**src/rtl/apb_master.sv**
```systemverilog
// APB master: takes a single request, decodes it to one of four slaves in a
// 16 KiB window above BASE_ADDR, runs the SETUP/ACCESS handshake and returns
// a one-cycle ready pulse with read data and an error flag. Requests outside
// the window or slaves that never answer complete with slverr=1.
//
// state  | meaning
// IDLE   | waiting for transfer; also the cycle carrying the ready pulse
// SETUP  | PSEL asserted, PENABLE low, exactly one cycle
// ACCESS | PSEL and PENABLE high until PREADY, miss, or wait timeout
module apb_master #(
  parameter logic [31:0] BASE_ADDR = 32'h1000_0000,
  parameter int          TIMEOUT   = 255
) (
  input  logic        PCLK,
  input  logic        PRESET,
  input  logic        transfer,
  input  logic        write,
  input  logic [31:0] addr,
  input  logic [31:0] wdata,
  output logic [31:0] rdata,
  output logic        ready,
  output logic        slverr,
  output logic [11:0] PADDR,
  output logic        PWRITE,
  output logic [31:0] PWDATA,
  output logic        PSEL0,
  output logic        PSEL1,
  output logic        PSEL2,
  output logic        PSEL3,
  output logic        PENABLE,
  input  logic [31:0] PRDATA0,
  input  logic [31:0] PRDATA1,
  input  logic [31:0] PRDATA2,
  input  logic [31:0] PRDATA3,
  input  logic        PREADY0,
  input  logic        PREADY1,
  input  logic        PREADY2,
  input  logic        PREADY3
);

  typedef enum logic [1:0] {
    IDLE   = 2'd0,
    SETUP  = 2'd1,
    ACCESS = 2'd2
  } state_t;

  localparam logic [7:0] TIMEOUT_CNT = 8'(TIMEOUT);

  state_t      state;
  logic [1:0]  idx;
  logic        miss;
  logic [7:0]  wait_cnt;
  logic [3:0]  psel;
  logic        hit;
  logic        sel_ready;
  logic [31:0] sel_rdata;

  assign PSEL0 = psel[0];
  assign PSEL1 = psel[1];
  assign PSEL2 = psel[2];
  assign PSEL3 = psel[3];

  // Window decode of the incoming request address.
  assign hit = (addr[31:14] == BASE_ADDR[31:14]);

  // Only the selected slave's PREADY/PRDATA are observed.
  always_comb begin
    sel_ready = 1'b0;
    sel_rdata = 32'h0;
    case (idx)
      2'd0: begin sel_ready = PREADY0; sel_rdata = PRDATA0; end
      2'd1: begin sel_ready = PREADY1; sel_rdata = PRDATA1; end
      2'd2: begin sel_ready = PREADY2; sel_rdata = PRDATA2; end
      default: begin sel_ready = PREADY3; sel_rdata = PRDATA3; end
    endcase
  end

  // Transfer sequencer with all bus and completion outputs registered.
  always_ff @(posedge PCLK) begin
    if (PRESET) begin
      state    <= IDLE;
      idx      <= 2'd0;
      miss     <= 1'b0;
      wait_cnt <= 8'd0;
      psel     <= 4'b0000;
      PENABLE  <= 1'b0;
      PWRITE   <= 1'b0;
      PADDR    <= 12'h000;
      PWDATA   <= 32'h0;
      rdata    <= 32'h0;
      ready    <= 1'b0;
      slverr   <= 1'b0;
    end else begin
      case (state)
        IDLE: begin
          ready  <= 1'b0;
          slverr <= 1'b0;
          rdata  <= 32'h0;
          if (transfer) begin
            PADDR  <= addr[11:0];
            PWRITE <= write;
            PWDATA <= wdata;
            idx    <= addr[13:12];
            miss   <= ~hit;
            psel   <= hit ? (4'b0001 << addr[13:12]) : 4'b0000;
            state  <= SETUP;
          end
        end
        SETUP: begin
          PENABLE  <= 1'b1;
          wait_cnt <= 8'd0;
          state    <= ACCESS;
        end
        ACCESS: begin
          // A PREADY on the timeout cycle still wins over the timeout.
          if (miss || sel_ready || (wait_cnt == TIMEOUT_CNT)) begin
            state   <= IDLE;
            psel    <= 4'b0000;
            PENABLE <= 1'b0;
            ready   <= 1'b1;
            if (!miss && sel_ready) begin
              slverr <= 1'b0;
              rdata  <= PWRITE ? 32'h0 : sel_rdata;
            end else begin
              slverr <= 1'b1;
              rdata  <= 32'h0;
            end
          end else begin
            wait_cnt <= wait_cnt + 8'd1;
          end
        end
        default: state <= IDLE;
      endcase
    end
  end

endmodule

```
**config.mk**
```make
export PLATFORM = sky130hd
export DESIGN_NAME = apb_master
export DESIGN_NICKNAME = d
export VERILOG_FILES = /design/src/rtl/apb_master.sv
export SDC_FILE = /design/constraint.sdc
export NUM_CORES = 1
export LEC_CHECK = 0
export BUFFER_PORTS_ARGS = -buffer_cell sky130_fd_sc_hd__clkbuf_2
export CAP_MARGIN = 20
export CORE_AREA = 2 2 111 113
export DETAILED_ROUTE_END_ITERATION = 8
export DIE_AREA = 0 0 113 115
export PLACE_DENSITY = 0.8
export SETUP_SLACK_MARGIN = 0.02
export SYNTH_ARGS = -nofsm -noshare
export SYNTH_HDL_FRONTEND = slang
export SYNTH_SLANG_ARGS = --single-unit
```
**constraint.sdc**
```tcl
create_clock -name PCLK -period 1.85 [get_ports PCLK]
set_input_delay 0.185 -clock PCLK [delete_from_list [all_inputs] [get_ports PCLK]]
set_output_delay 0.185 -clock PCLK [all_outputs]
set_load 0.01 [all_outputs]
```
==> impl_metrics.csv <==
group,metric,value,unit
run_status,status,"complete, but fails checks",
run_status,violations,"DRC",
layout,stdcell_count,933,
yosys,async_flop_share,0,%
layout,multiInputGateArea,0.002560,sq mm
worst_setup_path,critPathSlowestCell,"mux4_2",
die,dieHeight,115,um
timing,slew_viol_final,0,
detailed_routing,wl_per_cell,16.46,um
pwr,power_leakage,0.003240,uW
timing,slew_headroom,67.61,%
job,max_cap_violations,0,
yosys,ys.flop_type,"dfxtp_1",
worst_setup_path,endpoint_kind,"register",
cts,cts.sinks,97,
timing,hold_violations,0,
place,dp.final_hpwl,12000,um
die,start_util,40.70,%
place,place_inst,913,
die,coreArea,0.01181,sq mm
worst_setup_path,cp_num_buf_inv,2,
layout,final_nets,982,
timing,rsz0062_at_grt,"true",
grt,grt_start_max_net_pins,49,
cts,htree_levels,3,
grt,grt_first_pass_wirelength,23050,um
worst_setup_path,path_class,"register to register",
layout,final_layout_size_suffix_gt1_share,51.78,%
worst_setup_path,slowest_delay,0.58,ns
pwr,power_density,754.4,mW/mm^2
yosys,synth_cell_types,46,
cts,cts_buffers,9,
detailed_routing,drt_pass1_iterations,7,
yosys,ys_ff_latch,97,
cts,clk_latency,0.35,ns
yosys,syn_area,0.004807,sq mm
yosys,synth_area_per_cell,9.810,sq um
worst_setup_path,cp-start-kind,"register",
worst_setup_path,critical_path.top_delay_family,"multiplexers",
worst_setup_path,crit_fanout,26,
detailed_routing,wirelength,15350,um
timing,worstMarginPinSlew,0.4859,ns
detailed_routing,initialDrtViolationCount,327,
timing,fin_crit,1.752,ns
timing,timing.hold.ws,0.04978,ns
pwr,ir_drop,0.5504,mV
timing,finalSetupTns,0,ns
detailed_routing,num_vias,4813,
layout,num_antenna_cells,0,
timing,fmax,0.5709,GHz
place,gp_congestion,0.9165,
die,die_w,113,um
grt,grt-ovfl-total,0,
detailed_routing,drc,20,
timing,clock_skew,0.009009,ns
yosys,yosysWarnings,0,
layout,syn_to_final_growth,43.41,%
layout,final_cell_area,0.006894,sq mm
die,fp-row-count,40,
grt,grt_util_all_layers,22.88,%
cts,clockRootBuffer,"clkbuf_16",
place,place_area,0.006511,sq mm
cts,cts_tree,"built",
yosys,synthCells,490,
timing,post-route-period-util,94.68,%
die,fp.dieArea,0.01300,sq mm
place,portBuffers,283,
die,ios,284,
cts,hold_buffers,0,
yosys,synth_edf_count,0,
detailed_routing,ant_nets,0,
yosys,synth_seq_area_share,40.40,%
cts,clkTransAtPathRegs,0.07,ns
grt,grt_pass1_vias,4612,
timing,setup_viol,0,
layout,nFillCells,1041,
worst_setup_path,crit_required,2.09,ns
layout,regArea,0.001944,sq mm
yosys,synth_nets,691,
cts,clockBufferDepth,2,
worst_setup_path,path_cells,"buf_4 -> mux4_2 -> inv_1 -> o2bb2ai_2",
grt,antenna_found_initial,0,
worst_setup_path,worstPathArrival,1.99,ns
worst_hold_path,hold_path_class,"input pin to register",
detailed_routing,post_drt_via_cell_ratio,5.159,
## layer usage
metal / up-vias / routed length (um) / global-route usage [%]
li1: 2338 / - / -
met1: 2199 / 5843 / 25.81
met2: 236 / 7642 / 40.04
met3: 40 / 1238 / 5.219
met4: 0 / 629 / 13.01
met5: - / 0 / 0
## cells in the final DEF, fill, tap and decap left out, types with 3 or more instances in the layout
cell         n
clkbuf_2   283
nand2_1     98
dfxtp_1     95
a21oi_1     55
inv_1       38
mux4_2      33
buf_4       31
o2bb2ai_2   30
nor2_1      11
clkbuf_16    9
nand3_1      8
nand2b_1     8
and3_1       7
nor2b_1      5
mux2i_1      5
o21ai_0      5
or4_1        5
nand4_1      4
o2bb2ai_1    4
a21o_1       3
nor4_1       3
buf_12       3
## worst min-delay path: stages
cell and delay, ns:
clkbuf_2 0.08, nand2_1 0.04, a21oi_1 0.05
## sequential cells by signal, indices dropped and copies added (netlist names)
name and flops:
PWDATA 32, slverr 1, ready 1, PWRITE 1
wait_cnt 8, rdata 32, state 2, idx 2
PENABLE 1, miss 1, psel 4, PADDR 12
## power breakdown
part | switching [uW] | leakage, uW | internal, uW
logic | 464 | 0.00230 | 480
clock network | 835 | 0.000153 | 1200
registers | 53.5 | 0.000791 | 2170
## repair_timing
action / in CTS / in global routing
resized for setup: 1 / 2
endpoints found under the setup margin: 15 / 32
pin swaps: 0 / 1
cloned: 1 / 0
buffers inserted: 0 / 3
## cell families (layout without fill, tap and decap cells)
group,count (synthesis),in the layout,share of synthesized area [%]
multiplexers,39,39,16.71
buffers and inverters,76,372,6.767
AO/OA/AOI/OAI,117,117,20.56
adder cells (fa/ha/maj),1,1,0.2602
AND/OR/NAND/NOR,160,160,15.30
flip-flops,97,97,40.40
## path summary, 6_finish.rpt
check	depth (start not counted)	start	slack [ns]	endpoint
setup / recovery	4	idx[0]	0.1	rdata[14]
hold / removal	3	wdata[24]	0.05	PWDATA[24]
setup reg to reg	4	idx[0]	0.1	rdata[14]
hold reg to reg	2	PWDATA[12]	0.45	PWDATA[12]
## per-stage QoR
stage               power (uW)  utilization (%)  setup slack (ns)
floorplan                 2772                -            0.1478
global placement          3195            55.13           0.06515
detailed placement        3210            55.13           0.01194
CTS                       5259            58.19           0.02539
global route              5432            58.37           0.01037
finish                    5201            58.37           0.09848
## Yosys cell counts (all sizes together) (2+ instances only)
cell | n | area (sq um)
nand2b | 8 | 50.05
nor3 | 2 | 10.01
nor2b | 5 | 31.28
inv | 38 | 142.6
a21oi | 55 | 275.3
clkbuf | 24 | 90.09
buf | 14 | 92.59
mux4 | 33 | 743.2
o32ai | 3 | 33.79
a21o | 3 | 22.52
nor2 | 11 | 41.29
dfxtp | 97 | 1942
and3 | 7 | 43.79
and2 | 2 | 12.51
o211ai | 2 | 15.01
a31oi | 2 | 12.51
a211oi | 2 | 15.01
mux2i | 6 | 60.06
nand4 | 4 | 25.02
nor4 | 3 | 18.77
or4 | 6 | 45.04
nand2 | 98 | 367.9
nand3 | 8 | 40.04
o2bb2ai | 34 | 485.5
o21ai | 5 | 25.02
a32o | 2 | 20.02
## cell type report
class,instances,share of cell area [%]
Multi-Input combinational cell,317,37.13
Clock buffer,9,3.267
Clock inverter,7,1.470
Inverter,38,2.069
Timing Repair Buffer,318,25.19
Sequential cell,97,28.20
Tap cell,147,2.668
No activity file was read; power rests on OpenSTA's default activity.
